File: src/rtl/fifo.sv
// Single-clock FIFO with registered read data and a busy flag for the producer.
// Memory contents are not reset; only pointers, occupancy and rd_data are cleared.
module fifo #(
    parameter int WIDTH = 2,
    parameter int DEPTH = 8
) (
    input  logic             clk,
    input  logic             rst,
    input  logic             wr_e,
    input  logic [WIDTH-1:0] wr_data,
    input  logic             rd_e,
    output logic [WIDTH-1:0] rd_data,
    output logic             busy
);

    localparam int AW = $clog2(DEPTH);

    logic [WIDTH-1:0] r_mem [DEPTH];
    logic [AW-1:0]    r_wptr;
    logic [AW-1:0]    r_rptr;
    logic [AW:0]      r_count;
    logic [WIDTH-1:0] r_rd_data;

    logic w_empty;
    logic w_full;
    logic w_rd_ok;
    logic w_wr_ok;

    assign w_empty = (r_count == '0);
    assign w_full  = (r_count == (AW+1)'(DEPTH));
    assign w_rd_ok = rd_e && !w_empty;
    // A read in the same cycle frees a slot, so a full FIFO can still accept the write.
    assign w_wr_ok = wr_e && (!w_full || w_rd_ok);

    always_ff @(posedge clk) begin
        if (w_wr_ok && rst) begin
            r_mem[r_wptr] <= wr_data;
        end
    end

    always_ff @(posedge clk) begin
        if (!rst) begin
            r_wptr    <= '0;
            r_rptr    <= '0;
            r_count   <= '0;
            r_rd_data <= '0;
        end else begin
            if (w_wr_ok) begin
                r_wptr <= r_wptr + AW'(1);
            end
            if (w_rd_ok) begin
                r_rptr    <= r_rptr + AW'(1);
                r_rd_data <= r_mem[r_rptr];
            end
            if (w_wr_ok && !w_rd_ok) begin
                r_count <= r_count + (AW+1)'(1);
            end else if (w_rd_ok && !w_wr_ok) begin
                r_count <= r_count - (AW+1)'(1);
            end
        end
    end

    assign rd_data = r_rd_data;
    assign busy    = w_full || !rst;

endmodule

File: config.mk
export PLATFORM = sky130hd
export DESIGN_NAME = fifo
export DESIGN_NICKNAME = d
export VERILOG_FILES = /design/src/rtl/fifo.sv
export SDC_FILE = /design/constraint.sdc
export NUM_CORES = 1
export LEC_CHECK = 0
export BUFFER_PORTS_ARGS = -buffer_cell sky130_fd_sc_hd__buf_2
export CELL_PAD_IN_SITES_DETAIL_PLACEMENT = 1
export CELL_PAD_IN_SITES_GLOBAL_PLACEMENT = 2
export CORE_ASPECT_RATIO = 0.7
export CORE_MARGIN = 5
export CORE_UTILIZATION = 25
export CTS_BUF_LIST = sky130_fd_sc_hd__clkbuf_8
export DETAILED_ROUTE_END_ITERATION = 10
export GPL_ROUTABILITY_DRIVEN = 0
export PLACE_DENSITY = 0.48
export SYNTH_ARGS = -nofsm -noshare
export SYNTH_HDL_FRONTEND = slang
export SYNTH_SLANG_ARGS = --single-unit
export TNS_END_PERCENT = 10
File: constraint.sdc
create_clock -name clk -period 7.1 [get_ports clk]
set_input_delay 1.065 -clock clk [delete_from_list [all_inputs] [get_ports clk]]
set_output_delay 1.065 -clock clk [all_outputs]
set_load 0.005 [all_outputs]
# Word-level counts from Yosys, hierarchy flattened
# Memories as Yosys holds them, arrays and structs flattened. A register that Yosys moved wholly into a read port is not among the register bits.
# Index checks and enable logic that the tools add are counted.
# classes
addsub	4
eq_ne	1
muxes	4
n_reduce_logical	15
# ops
cell	n
4-bit two-way mux	2
3-bit by 1-bit adder with 3-bit output, second input constant	2
1-bit zero test	6
1-bit logical AND	5
4-bit by 1-bit adder with 4-bit output, second input constant	1
4-bit equality test, second input constant	1
4-bit zero test	1
4-bit by 1-bit subtractor with 4-bit output, second input constant	1
1-bit logical OR	2
1-bit two-way mux	2
2-bit nonzero test	1
# word_totals
regBits	10
ramBits	16
inputBits	6
output_inout_bits	3
word_cells	28
mem_count	1
# mem_list
memory	depth	width	read_ports	rd_ports_with_merged_regs	write_ports	line_no	source
r_mem	8	2	1	1	1	18	logic [WIDTH-1:0] r_mem [DEPTH];

# Logic depth before layout (Yosys ltp)
# logic_depth
ltp_word	9
ltp_mapped	10

# Least setup slack after synthesis
# No wires, ideal clock.
# synth_timing
kind	in2out
from	in rst
to	out busy
arrival_time_ns	1.589
path_slack_ns	4.446
stages	3
path_buffers	2
path_cell_list	clkbuf_1 > clkbuf_1 > nand2_1
# synth_via
elab_chain_cells	2
# synth_rtl
item	line_no	source
start, declared	8	input logic rst,
1-bit zero test	64	assign busy = w_full || !rst;
1-bit logical OR	64	
end, declared	13	output logic busy
# No other way between the ends.

# Worst setup path in the final report
# layout_timing
from	reg r_count[0]
to	reg r_count[3]
# layout_via
elab_chain_cells	8
# layout_rtl
item	line_no	source
start, declared	21	logic [AW:0] r_count;
start signal, assigned	56	r_count <= r_count + (AW+1)'(1);
start signal, assigned	58	r_count <= r_count - (AW+1)'(1);
parallel branches: the longest is 8 deep, another holds 4-bit by 1-bit subtractor with 4-bit output	-	
# Several ways; the timed one is not identified. The select of a mux whose other input is x is not followed.
# A chain may end at the register's enable or synchronous reset.

==> results.txt <==
----------------------------------------------------
[Status]
  Outcome ... finished, final reports clean

[Timing]
  Final critical-path setup slack ... about 4300 ps
  Number of failing hold endpoints at the final stage ... 0
  Worst Tran Pin Value ... between 600 and 700 ps
  Accumulated negative setup slack ... 0 ps
  Count of endpoints failing setup in the final report ... 0
  Post-route worst hold slack ... 512 ps
  Final Slew Violations ... 0
  Timing-limited maximum frequency ... between 300 and 400 MHz
  Rel. slew slack ... 0.576
  Worst clock skew ... 5.53 ps
  Final worst path period share ... 0.388
  Final min period ... approximately 2800 ps
  RSZ-0062 raised after global routing ... no

[Power]
  Power per standard cell area ... 329 nW/um^2
  Post-route total power ... 481 uW
  Leakage power of the design ... 0.000505 uW
  Largest voltage drop on the vdd net ... 0.0835 mV
  Reported net switching power ... between 100 and 150 uW
  Switching part of the total power ... 0.297
  Combinational Power Share ... 0.272
  Proportion of power drawn by flip-flops and latches ... 0.465
  Clock share of power ... 0.263
  Int Power ... 338 uW

[Placement]
  Inst Count DP ... 175
  Post-DP HPWL ... 2080 um
  Worst Setup Slack post-DPL ... just over 4000 ps
  Port Buffers ... 8

[Clocking]
  Root Buffer ... sky130_fd_sc_hd__clkbuf_8
  Count of instances resized after the clock tree is built ... 0
  Register clock-pin slew on the reported worst setup and hold paths ... ~100 ps
  Number of buffers between clock root and the deepest sink ... 2
  Hold-fix buffer count after cts ... 0
  Number of buffers inserted during clock tree synthesis ... 3
  Clock tree from TritonCTS ... done
  Setup fix buffers added after clock tree synthesis ... 0
  Depth of the CTS H-tree ... 1
  Clock latency of the later-clocked register in the worst-skew pair ... 270 ps
  Total clock sinks ... 28

[Synth]
  Synthesis-stage register bit count ... 28
  Number of nets in the synthesized netlist ... 114
  Biggest area consumer among synthesized cells ... sky130_fd_sc_hd__edfxtp_1
  Top post-synthesis cells by count ... sky130_fd_sc_hd__edfxtp_1, sky130_fd_sc_hd__dfxtp_1, sky130_fd_sc_hd__nand2_1
  Post-synthesis compound-gate area fraction ... 0.0851
  Avg Synthesized Cell Area ... 12.5 sq um
  Part of the Yosys area used for sequential elements ... 0.564
  Combinational family with the most area after synthesis ... simple AND/OR/NAND/NOR gates
  Count of flip-flops with a built-in enable after synthesis ... 16
  Synth Flop Type ... sky130_fd_sc_hd__edfxtp_1
  Synth top area cells ... sky130_fd_sc_hd__edfxtp_1, sky130_fd_sc_hd__dfxtp_1, sky130_fd_sc_hd__mux4_2
  Proportion of netlist area held by the largest area contributor ... 0.376
  Post-synth design cell area ... 1280 sq um
  Portion of netlist area occupied by mux cells ... 0.0861
  Async set-reset flop share out of synthesis ... 0
  Synthesized-area fraction occupied by xor and xnor cells ... 0.0342
  Warnings, synthesis ... 0
  Cell variety after synth ... 31
  Post-synthesis simple-gate area fraction ... 0.146
  Most instantiated library cell after synthesis ... sky130_fd_sc_hd__edfxtp_1
  Arithmetic-cell share of the synthesized area counting full adders, half adders and majority gates ... 0.0646
  Number of instances in the synthesized netlist ... around 100

[Die]
  Die width ... 95.5 um
  Initial cell density of the core ... 0.263
  Core ar. ... 4860 sq um
  Core Rows ... 21
  Total Die Area ... 6670 sq um
  Number of placed I/O pins ... 9
  Die height ... between 60 and 70 um

[Worst hold path]
  Hold worst-path end ... r_count[3]
  Worst hold-check path type ... register to register
  Hold Startpoint ... r_count[3]
  Hold path depth ... 2

[Detailed routing]
  DR vias/cell ... 4.34
  First-pass DRT Iterations ... 3
  DRT iter0 DRCs ... 33
  Wirelength, routed ... 2710 um
  Detailed-route wire length per cell ... 15.2 um
  Total via count after detailed routing ... 777
  Number of DRC violations after detailed routing ... 0
  Remaining antenna violation count ... 0

[Worst setup path]
  Arrival time of data at the critical path endpoint ... 2960 ps
  Worst reg-to-reg path cell count ... 10
  Reg-to-reg critical path endpoint ... r_count[3]
  Critical path class ... register to register
  Kind of start point of the critical path ... register
  Type of destination of the critical path ... register
  Origin of the critical flop-to-flop path ... r_count[0]
  Endpoint required time on the critical path ... 7300 ps
  Setup slack of the worst register-to-register path ... around 4300 ps
  Max FO, Critical Path ... 8

[Flow run]
  # Max-Cap Violations ... 0

[GRT]
  Maximum number of pins on one net before global-route repair ... 19
  Overflow after GRT ... 0
  Total global routing track utilization ... 0.0901
  Initial antenna violation count ... 0
  Wire length of the first global-routing pass ... 4520 um
  Via count of the first global-routing pass ... 819

[Layout]
  Post-synthesis to final-layout area growth ... 14.3%
  Number of nets at the end of the flow ... 123
  Share of post-route cells with drive strength above 1 ... 0.200
  Filler cell count ... around 540
  Non-filler instance count after layout ... 179
  Diodes inserted ... 0

----------------------------------------------------
## layout by cell type (no fill, tap or decap), types with 2 or more instances in the layout
cell type,Yosys,layout
sky130_fd_sc_hd__dfxtp_1,12,12
sky130_fd_sc_hd__o21ai_0,3,3
sky130_fd_sc_hd__clkbuf_8,0,3
sky130_fd_sc_hd__nand3_1,2,2
sky130_fd_sc_hd__buf_2,0,8
sky130_fd_sc_hd__nor2_1,5,5
sky130_fd_sc_hd__a21boi_0,2,2
sky130_fd_sc_hd__nor4_1,2,2
sky130_fd_sc_hd__o22ai_1,2,2
sky130_fd_sc_hd__and2_1,5,5
sky130_fd_sc_hd__nor3_1,4,4
sky130_fd_sc_hd__mux2i_1,2,2
sky130_fd_sc_hd__ha_1,5,5
sky130_fd_sc_hd__inv_1,2,2
sky130_fd_sc_hd__nand2b_1,2,2
sky130_fd_sc_hd__nand2_1,12,12
sky130_fd_sc_hd__edfxtp_1,16,16
sky130_fd_sc_hd__xnor2_1,5,5
sky130_fd_sc_hd__mux4_2,4,4
## logic make-up (layout without fill, tap and decap cells)
| kind of cell | after synthesis | after routing |
|---|---|---|
| simple gates | 36 | 36 |
| flops | 28 | 28 |
| compound gates | 14 | 14 |
| buf+inv | 7 | 15 |
| fa+ha+maj | 6 | 6 |
| mux | 6 | 6 |
| xor+xnor | 5 | 5 |
## layout make-up
cell class,instances,area (sq um),share of cell area
Clock buffer,3,41.3,0.0283
Clock inverter,1,30.0,0.0205
Tap cell,69,86.3,0.0591
Sequential cell,28,721,0.493
Timing Repair Buffer,8,40.0,0.0274
Multi-Input combinational cell,67,532,0.364
Inverter,3,11.3,0.00771
## power by group through the flow
| stage | clock network, uW | registers, uW | logic, uW |
|---|---|---|---|
| 5_1_grt | 139 | 229 | 149 |
| 6_report | 127 | 224 | 131 |
| 3_3_place_gp | 0 | 227 | 133 |
| 2_1_floorplan | 0 | 213 | 110 |
| 4_1_cts | 131 | 224 | 134 |
| 3_5_place_dp | 0 | 227 | 133 |
## critical path, stage by stage (launching register included)
cell,delay [ps]
sky130_fd_sc_hd__dfxtp_1,400
sky130_fd_sc_hd__or4b_4,590
sky130_fd_sc_hd__o21ai_4,270
sky130_fd_sc_hd__inv_2,110
sky130_fd_sc_hd__ha_1,210
sky130_fd_sc_hd__inv_1,130
sky130_fd_sc_hd__ha_1,290
sky130_fd_sc_hd__a21oi_1,180
sky130_fd_sc_hd__a211oi_1,100
sky130_fd_sc_hd__a31oi_1,190
sky130_fd_sc_hd__mux2i_1,210
## how the worst max path moves through the flow
stage	start	endpoint	slack [ps]
after floorplan	rst	busy	4450
after global placement	rd_e	r_count[3]	4160
after detailed placement	rd_e	r_count[3]	4080
after CTS	r_count[0]	r_count[3]	4290
after global routing	r_count[0]	r_count[3]	4110
final	r_count[0]	r_count[3]	4340
## state kept, by name, summed over array words and instances (netlist names)
| register | count |
|---|---|
| r_mem | 16 |
| r_wptr | 3 |
| rd_data | 2 |
| r_rptr | 3 |
| r_count | 4 |
## per-stage QoR
stage                      util  instance area (sq um)
after floorplan               -                   1280
final                     0.301                   1460
after detailed placement  0.286                   1390
after global placement    0.286                   1390
after global routing      0.301                   1460
after CTS                 0.301                   1460
## routing by layer
| metal | vias to the layer above | track usage | routed length, um |
|---|---|---|---|
| li1 | 385 | - | - |
| met1 | 382 | 0.141 | 1530 |
| met2 | 8 | 0.119 | 1080 |
| met3 | 2 | 0.0304 | 94 |
| met4 | 0 | 0.0142 | 12 |
| met5 | - | 0 | 0 |
Note: power is estimated with default switching activity, not from simulation.
